$ cat config.mk
export PLATFORM = sky130hd
export DESIGN_NAME = gpio_input_filter_bank
export DESIGN_NICKNAME = d
export VERILOG_FILES = /design/src/rtl/gpio_input_filter_bank.sv
export SDC_FILE = /design/constraint.sdc
export NUM_CORES = 1
export LEC_CHECK = 0
export CAP_MARGIN = 20
export CORE_MARGIN = 2
export CORE_UTILIZATION = 30
export DETAILED_ROUTE_END_ITERATION = 12
export MAX_ROUTING_LAYER = met4
export REMOVE_ABC_BUFFERS = 1
export SETUP_SLACK_MARGIN = 0.02
export SYNTH_ARGS = -nofsm -noshare
export SYNTH_HDL_FRONTEND = slang
export SYNTH_SLANG_ARGS = --single-unit
$ cat constraint.sdc
create_clock -name clk_i -period 3.77 [get_ports clk_i]
set_clock_uncertainty 0.05 [all_clocks]
set_input_delay 0.754 -clock clk_i [delete_from_list [all_inputs] [get_ports clk_i]]
set_output_delay 0.754 -clock clk_i [all_outputs]
set_load 0.005 [all_outputs]
$ cat src/rtl/gpio_input_filter_bank.sv
`default_nettype none
// ============================================================================
//  Module      : gpio_input_filter_bank
//  Description : Multi-channel GPIO input conditioning bank. Each channel has
//                a synchronizer chain, an optional debounce filter and
//                rise/fall edge detection. Edges set sticky per-channel
//                interrupt-pending bits.
//
//  Ports       : clk_i             - single clock for all logic
//                rst_i             - synchronous active-high reset
//                en_i              - per-channel enable (low freezes path)
//                serial_i          - asynchronous pad inputs
//                debounce_en_i     - per-channel debounce enable
//                debounce_cycles_i - shared debounce threshold T
//                rise_irq_en_i     - rising edge sets pending
//                fall_irq_en_i     - falling edge sets pending
//                irq_clr_i         - one-cycle clear of the pending bit
//                serial_o          - filtered, synchronized level
//                r_edge_o          - one-cycle rising-edge pulse
//                f_edge_o          - one-cycle falling-edge pulse
//                irq_pending_o     - sticky pending bits
//                irq_o             - OR of all pending bits
//
//  Revision    : 1.0 - initial release
// ============================================================================
module gpio_input_filter_bank #(
    parameter int NR_CHANNELS        = 32,
    parameter int NR_SYNC_STAGES     = 2,
    parameter int DEBOUNCE_CNT_WIDTH = 8
) (
    input  logic                          clk_i,
    input  logic                          rst_i,
    input  logic [NR_CHANNELS-1:0]        en_i,
    input  logic [NR_CHANNELS-1:0]        serial_i,
    input  logic [NR_CHANNELS-1:0]        debounce_en_i,
    input  logic [DEBOUNCE_CNT_WIDTH-1:0] debounce_cycles_i,
    input  logic [NR_CHANNELS-1:0]        rise_irq_en_i,
    input  logic [NR_CHANNELS-1:0]        fall_irq_en_i,
    input  logic [NR_CHANNELS-1:0]        irq_clr_i,
    output logic [NR_CHANNELS-1:0]        serial_o,
    output logic [NR_CHANNELS-1:0]        r_edge_o,
    output logic [NR_CHANNELS-1:0]        f_edge_o,
    output logic [NR_CHANNELS-1:0]        irq_pending_o,
    output logic                          irq_o
);

    localparam logic [DEBOUNCE_CNT_WIDTH-1:0] C_CNT_ONE = DEBOUNCE_CNT_WIDTH'(1);

    logic [NR_CHANNELS-1:0] w_filt;
    logic [NR_CHANNELS-1:0] w_prev;
    logic [NR_CHANNELS-1:0] w_r_edge;
    logic [NR_CHANNELS-1:0] w_f_edge;
    logic [NR_CHANNELS-1:0] w_pend_set;
    logic [NR_CHANNELS-1:0] r_pending;

    for (genvar i = 0; i < NR_CHANNELS; i++) begin : g_ch
        logic [NR_SYNC_STAGES-1:0]     r_sync;
        logic                          w_sync;
        logic [DEBOUNCE_CNT_WIDTH-1:0] r_cnt;
        logic                          r_filt;
        logic                          r_prev;

        assign w_sync = r_sync[NR_SYNC_STAGES-1];

        // Shift chain; stage 0 samples the pad, last stage is the synced value.
        always_ff @(posedge clk_i) begin
            if (rst_i) begin
                r_sync <= '0;
            end else if (en_i[i]) begin
                r_sync <= {r_sync[NR_SYNC_STAGES-2:0], serial_i[i]};
            end
        end

        // Debounce filter. The ">=" compare means a threshold lowered below
        // the running count accepts on the very next mismatching cycle, and
        // it also keeps the counter from ever wrapping.
        always_ff @(posedge clk_i) begin
            if (rst_i) begin
                r_filt <= 1'b0;
                r_cnt  <= '0;
                r_prev <= 1'b0;
            end else if (en_i[i]) begin
                r_prev <= r_filt;
                if (!debounce_en_i[i]) begin
                    r_filt <= w_sync;
                    r_cnt  <= '0;
                end else if (w_sync == r_filt) begin
                    r_cnt  <= '0;
                end else if (r_cnt >= debounce_cycles_i) begin
                    r_filt <= w_sync;
                    r_cnt  <= '0;
                end else begin
                    r_cnt  <= r_cnt + C_CNT_ONE;
                end
            end
        end

        assign w_filt[i] = r_filt;
        assign w_prev[i] = r_prev;
    end : g_ch

    // Edge pulses are qualified by the enable so a frozen channel that
    // happens to hold F != P cannot emit a stuck pulse.
    assign w_r_edge   =  w_filt & ~w_prev & en_i;
    assign w_f_edge   = ~w_filt &  w_prev & en_i;
    assign w_pend_set = (w_r_edge & rise_irq_en_i) | (w_f_edge & fall_irq_en_i);

    // Pending bits run every cycle regardless of enable; set beats clear.
    always_ff @(posedge clk_i) begin
        if (rst_i) begin
            r_pending <= '0;
        end else begin
            r_pending <= w_pend_set | (r_pending & ~irq_clr_i);
        end
    end

    assign serial_o      = w_filt;
    assign r_edge_o      = w_r_edge;
    assign f_edge_o      = w_f_edge;
    assign irq_pending_o = r_pending;
    assign irq_o         = |r_pending;

endmodule : gpio_input_filter_bank
`default_nettype wire

==> reports/metrics.cfg, run 1 <==
[routing]
drtIter0Drc = 1415
detail-route-antenna-nets = 0
vias_per_cell = 5.16
routed_wl_mm = 72.2
vias = 23900
drc = 0
wire_per_inst_um = 15.6
firstDrtPassIters = 5

[die]
ios = 331
std_cell_rows = 107
initial_core_util = 0.303
core-area_um2 = 85300
die_w_um = 298
dieArea_um2 = 88500
die_h_um = 298

[timing]
rsz0062_at_grt = false
setup_tns_ns = 0
finalMaxSlewViolations = 0
timing.fmax_mhz = 289
finalSetupViolCount = 0
worstMarginPinSlew_ns = 0.692
fin_crit_sh = 0.918
slew_headroom = 0.538
min_period_ns = 3.46
finalHoldViolCount = 0

[synthesis]
ys_seq_area_frac = 0.322
synth_cells = 3093
avgSynthCellArea_um2 = 8.36
synth_area_um2 = 25800
synth_warnings = 0
ys_types = 46
ys_seq_elements = 416
synth-edff-count = 0
ys.flop_type = dfxtp_1
async_flop_share = 0

[cts]
clk_root_buffer_cell = clkbuf_16
cts_max_level = 2
cts-buffers-inserted = 51
ctsResizeCount = 0
cts_tree = yes
cts_sinks = 416
cts_max_path_buffers = 3
clk_latency_ns = 0.60
cts.clk_slew.worst_paths_ns = 0.06
cts_setup_buffers = 0
ctsHoldBuffers = 0

[critical_path]
cp.arrival_ns = 2.66
crit_chain = nor4_1 > buf_4 > nand4_1 > or2_2 > clkdlybuf4s50_1
crit_path_max_incr_delay_ns = 0.52
crit_path_max_fanout = 3
critPathLaunchType = register
ff2ff_setup_slack_ns = 1.64
crit_start = irq_pending_o[6]
crit_end = irq_o
path_class = register to output port
r2r_cells = 6
rr_endpoint = g_ch[24].r_cnt[3]
end_kind = output port
worstPathRequired_ns = 2.97
cp_slowest_cell = nor4_1
r2r-start = g_ch[24].r_cnt[6]

[power_and_ir_drop]
switchingPower_mw = 2.66
pwr-share-clk = 0.480
comb_power_share = 0.099
internal_power_mw = 7.96
p_leak_nw = 12.5
pwr-share-seq = 0.421
ir_drop_mv = 0.297
p_per_area_nw_per_um2 = 326
swShare = 0.250

[global_route]
grt_max_degree = 80
grt_pass1_vias = 22000
antenna_found_initial = 3
grt_first_pass_wirelength_mm = 117
grt-ovfl-total = 0
grt_usage = 0.163

[run_status]
status = completed

[place]
finalWeightedCongestion = 0.796
place_hpwl_mm = 50.8
io_buffers = 330

[finish]
post-route-util = 0.382
drive_gt1_frac = 0.0722
fin_nets = 3927
synthToLayoutAreaGrowth_pct = 26.1

[worst_hold_path]
hp-class = register to register

[job]
drv_cap = 0

worst min-delay path by stage:
stage	start	endpoint	cells past startpoint
2_1_floorplan	g_ch[10].r_cnt[0]	g_ch[10].r_cnt[0]	2
3_3_place_gp	g_ch[2].r_cnt[0]	g_ch[2].r_cnt[0]	2
3_5_place_dp	g_ch[2].r_cnt[0]	g_ch[2].r_cnt[0]	2
4_1_cts	g_ch[13].r_cnt[0]	g_ch[13].r_cnt[0]	2
5_1_grt	g_ch[24].r_cnt[0]	g_ch[24].r_cnt[0]	2
6_report	g_ch[13].r_cnt[0]	g_ch[13].r_cnt[0]	2
cells in the mapped netlist, types with 12 or more instances:
cell type | count | share of area
mux2i_1 | 96 | 0.037
nor2_1 | 256 | 0.037
buf_4 | 37 | 0.011
and3_1 | 83 | 0.020
nand3_1 | 265 | 0.051
a31oi_1 | 164 | 0.040
nor3b_1 | 41 | 0.012
a211oi_1 | 38 | 0.011
inv_1 | 104 | 0.015
a221oi_1 | 32 | 0.011
clkbuf_1 | 51 | 0.0074
dfxtp_1 | 416 | 0.32
a2111oi_0 | 31 | 0.011
nand4b_1 | 118 | 0.040
or2_2 | 17 | 0.0041
xor2_1 | 12 | 0.0041
buf_1 | 34 | 0.0049
nand3b_1 | 115 | 0.033
o2111ai_1 | 20 | 0.0068
nand2_1 | 302 | 0.044
nand4_1 | 22 | 0.0053
clkinv_1 | 23 | 0.0033
xnor2_1 | 20 | 0.0068
nor2b_1 | 71 | 0.017
a21oi_1 | 182 | 0.035
o21ai_0 | 108 | 0.021
ha_1 | 288 | 0.14
o21ai_1 | 22 | 0.0043
buf_2 | 24 | 0.0046
cell usage in the layout (no fill, tap or decap), drive strengths merged, types with 12 or more instances in the layout:
master,Yosys,final
nand4,22,22
ha,288,288
inv,104,108
and3,83,83
a221oi,32,32
or2,17,17
buf,100,114
mux2i,96,96
xnor2,20,20
a2111oi,41,41
nand3,265,265
o21ai,130,130
nand4b,118,118
nor2b,71,71
xor2,12,12
nand2,302,302
a31oi,164,164
nor3b,41,41
nand3b,115,115
nor2,256,256
clkbuf,51,72
a211oi,40,40
o2111ai,20,20
clkdlybuf4s50,0,328
a21oi,182,182
dfxtp,416,416
clkinv,23,36
cells by family (layout without fill, tap and decap cells):
kind of cell,after synthesis,count (layout),synth area share
buf+inv,278,663,0.0484
fa+ha+maj,288,288,0.139
other cells,0,1,0
flops,416,416,0.322
simple gates,1325,1325,0.274
xor+xnor,32,32,0.0108
mux,96,96,0.0372
compound gates,658,658,0.168
critical path, delay by kind of cell (launching register included):
kind,cells,cell delay [ns]
and+or+nand+nor,3,1.01
DFF,1,0.32
buffers and inverters,2,0.74
metrics by stage:
stage | power [mW] | worst slack [ns] | hold slack (ns) | cells | area, um^2
3_5_place_dp | 5.63 | 0.441 | 0.427 | 4528 | 30900
3_3_place_gp | 5.62 | 0.425 | 0.421 | 4528 | 30900
2_1_floorplan | 4.96 | 0.500 | 0.402 | 2942 | 25100
6_report | 10.6 | 0.310 | 0.435 | 4623 | 32600
5_1_grt | 11.1 | 0.168 | 0.457 | 4623 | 32600
4_1_cts | 10.8 | 0.251 | 0.436 | 4622 | 32600
flip-flops by register name, indices dropped and copies added (netlist names):
name and cells:
g_ch.r_cnt 256, g_ch.r_filt 32, g_ch.r_prev 32, g_ch.r_sync 64, irq_pending_o 32
metal layers:
metal / GRT usage / vias up / routed length [um]
met4: 0.0356 / 0 / 1370
met3: 0.0251 / 91 / 3360
li1: - / 12200 / -
met2: 0.254 / 468 / 31600
met5: - / - / 0
met1: 0.223 / 11100 / 35900
power groups by stage:
| stage | registers, mW | logic (mW) | clock network (mW) |
|---|---|---|---|
| 2_1_floorplan | 4.56 | 0.399 | 0 |
| 3_3_place_gp | 4.57 | 1.05 | 0 |
| 3_5_place_dp | 4.57 | 1.06 | 0 |
| 4_1_cts | 4.47 | 1.07 | 5.30 |
| 5_1_grt | 4.48 | 1.16 | 5.47 |
| 6_report | 4.47 | 1.05 | 5.09 |
area by class of cell:
type / instances / area [um^2]
Antenna cell: 1 / 2.50
Clock buffer: 72 / 1510
Clock inverter: 22 / 228
Fill cell: 8655 / 52700
Inverter: 127 / 477
Multi-Input combinational cell: 2399 / 16300
Sequential cell: 416 / 8330
Tap cell: 1144 / 1430
Timing Repair Buffer: 442 / 4360
No activity file was read; power rests on OpenSTA's default activity.
==> inputs of run 2 (changes only) <==
--- a/config.mk
+++ b/config.mk
@@ -6,6 +6,7 @@
 export NUM_CORES = 1
 export LEC_CHECK = 0
 export CAP_MARGIN = 20
+export CORE_ASPECT_RATIO = 1.5
 export CORE_MARGIN = 2
 export CORE_UTILIZATION = 30
 export DETAILED_ROUTE_END_ITERATION = 12
==> run 2 against run 1 <==
Wire length increased by 5.8%. Sequential power about the same. Clock-buffer cell count decreased by 3. Via count increased by 0.81%. Critical endpoint is now r_edge_o[18].
==> reports/metrics.cfg, run 2 (same netlist as run 1, synthesis figures left out) <==
[run_status]
status = completed

[timing]
slew_headroom = 0.432  ; -0.106
worstMarginPinSlew_ns = 0.844  ; +0.152 ns
finalHoldViolCount = 0  ; unchanged
timing.fmax_mhz = 278  ; -4.0%
finalSetupViolCount = 0  ; unchanged
rsz0062_at_grt = false
setup_tns_ns = 0  ; unchanged
setup_ws_ns = 0.167  ; -0.143 ns
whs_ns = 0.433  ; -0.00227 ns
finalMaxSlewViolations = 0  ; unchanged
fin_crit_sh = 0.956  ; +0.0379
min_period_ns = 3.60  ; +0.143 ns

[finish]
fin_nets = 3934  ; +0.18%
synthToLayoutAreaGrowth_pct = 25.9
reg.largest.list = g_ch.r_cnt (256), g_ch.r_sync (64)
post-route-util = 0.382  ; -0.000427
mostFrequentLayoutCells = 416 x dfxtp_1, 328 x clkdlybuf4s50_1, 302 x nand2_1
final_common_cell = dfxtp_1
regMostFlops = g_ch.r_cnt
largest_reg_flops = 256  ; unchanged
drive_gt1_frac = 0.0732  ; +0.00104

[global_route]
grt_first_pass_wirelength_mm = 121  ; +3.1%
grt_pass1_vias = 22900  ; +3.9%
grt_usage = 0.172  ; +0.00878
grt_max_degree = 71  ; -11%
antenna_found_initial = 6  ; +3
grt-ovfl-total = 0  ; unchanged

[place]
io_buffers = 330  ; unchanged
finalWeightedCongestion = 0.801  ; +0.69%
place_ws_ns = 0.109  ; -0.332 ns
place_hpwl_mm = 54.6  ; +7.7%

[routing]
firstDrtPassIters = 6  ; +1
wire_per_inst_um = 16.5  ; +5.9%
routed_wl_mm = 76.4  ; +5.8%
vias_per_cell = 5.21  ; +0.92%
drc = 0  ; unchanged
drtIter0Drc = 1062  ; -25%
vias = 24000  ; +0.81%
detail-route-antenna-nets = 0  ; unchanged

[critical_path]
critPathLaunchType = primary input
worstPathRequired_ns = 2.97  ; about the same
crit_start = en_i[18]
path_class = primary input to output port
end_kind = output port
crit_path_max_fanout = 3  ; unchanged
r2r_cells = 6  ; unchanged
r2r-start = g_ch[24].r_cnt[6]
cp.arrival_ns = 2.80  ; +0.14 ns

[die]
initial_core_util = 0.303  ; about the same
std_cell_rows = 131  ; +22%
die_w_um = 244  ; -18%
core-area_um2 = 85200  ; about the same
die_h_um = 363  ; +22%
dieArea_um2 = 88600  ; about the same
ios = 331  ; unchanged

[cts]
cts-buffers-inserted = 48  ; -5.9%
cts_sinks = 416  ; unchanged
clk_root_buffer_cell = clkbuf_16
cts_max_level = 2  ; unchanged
cts.clk_slew.worst_paths_ns = 0.06  ; about the same
clk_latency_ns = 0.61  ; about the same
cts_tree = yes
cts_max_path_buffers = 3  ; unchanged
ctsResizeCount = 0  ; unchanged
cts_setup_buffers = 0  ; unchanged
ctsHoldBuffers = 0  ; unchanged

[worst_hold_path]
hold_start = g_ch[15].r_cnt[0]
hp-class = register to register
hold_depth = 2  ; unchanged

[power_and_ir_drop]
comb_power_share = 0.101  ; +0.002
p_leak_nw = 12.5  ; about the same
ir_drop_mv = 0.286  ; -3.6%
switchingPower_mw = 2.65  ; -0.24%
swShare = 0.253  ; +0.00280
pwr-share-seq = 0.427  ; +0.006
p_per_area_nw_per_um2 = 322  ; -1.2%
pwr-share-clk = 0.472  ; -0.008
internal_power_mw = 7.83  ; -1.7%
finalPower_mw = 10.5  ; -1.3%

[job]
drv_cap = 0  ; unchanged

[run 2: cell types whose count changed in the layout (fill, tap and decap cells not counted), moves of 2 or more]
| cell | previous run | this run |
|---|---|---|
| buf_4 | 95 | 108 |
| clkbuf_16 | 51 | 49 |
| buf_12 | 17 | 14 |
| clkbuf_8 | 15 | 13 |
| diode_2 | 1 | 5 |
| clkinv_2 | 13 | 11 |
[run 2: power by group through the flow]
stage	registers [mW]	logic (mW)	clock network, mW
finish	4.47	1.06	4.95
global route	4.48	1.16	5.29
floorplan	4.56	0.399	0
global placement	4.57	1.05	0
CTS	4.47	1.07	5.13
detailed placement	4.57	1.06	0
[run 2: layout make-up]
cell class	instances	area (um^2)
diodes	5	12.5
clock buffers	69	1430
clock inverters	20	216
fillers	8735	52700
inverters	127	477
multi-input cells	2399	16300
flip-flops and latches	416	8330
well taps	1130	1410
repair buffers	452	4390
[run 2: per-stage QoR]
step | cell area (um^2) | instances
after floorplan | 25100 | 2942
after global placement | 30900 | 4524
after detailed placement | 30900 | 4524
after CTS | 32500 | 4613
after global routing | 32500 | 4617
final | 32500 | 4618
[run 2: layer usage]
metal / wire length, um / GRT usage / vias up
met3: 3060 / 0.0280 / 135
met5: 0 / - / -
met1: 33300 / 0.196 / 11300
li1: - / - / 12200
met4: 2900 / 0.0691 / 0
met2: 37200 / 0.299 / 442
[run 2: final timing paths]
kind | endpoint | slack, ns
worst max-delay path | r_edge_o[18] | 0.17
worst min-delay path | g_ch[15].r_cnt[0] | 0.43
worst max register to register | g_ch[24].r_cnt[2] | 1.66
worst min register to register | g_ch[15].r_cnt[0] | 0.43
[run 2: critical path, cell delays in order]
cell and delay, ns:
clkdlybuf4s50_1 0.57, clkinv_1 0.12, nor3b_1 0.67, clkdlybuf4s50_1 0.67
==> inputs of run 3 (changes only) <==
--- a/config.mk
+++ b/config.mk
@@ -13,6 +13,7 @@
 export MAX_ROUTING_LAYER = met4
 export REMOVE_ABC_BUFFERS = 1
 export SETUP_SLACK_MARGIN = 0.02
+export SLEW_MARGIN = 20
 export SYNTH_ARGS = -nofsm -noshare
 export SYNTH_HDL_FRONTEND = slang
 export SYNTH_SLANG_ARGS = --single-unit
==> results of run 3 <==
The final DEF is identical to that of run 2; final timing and power are the same.
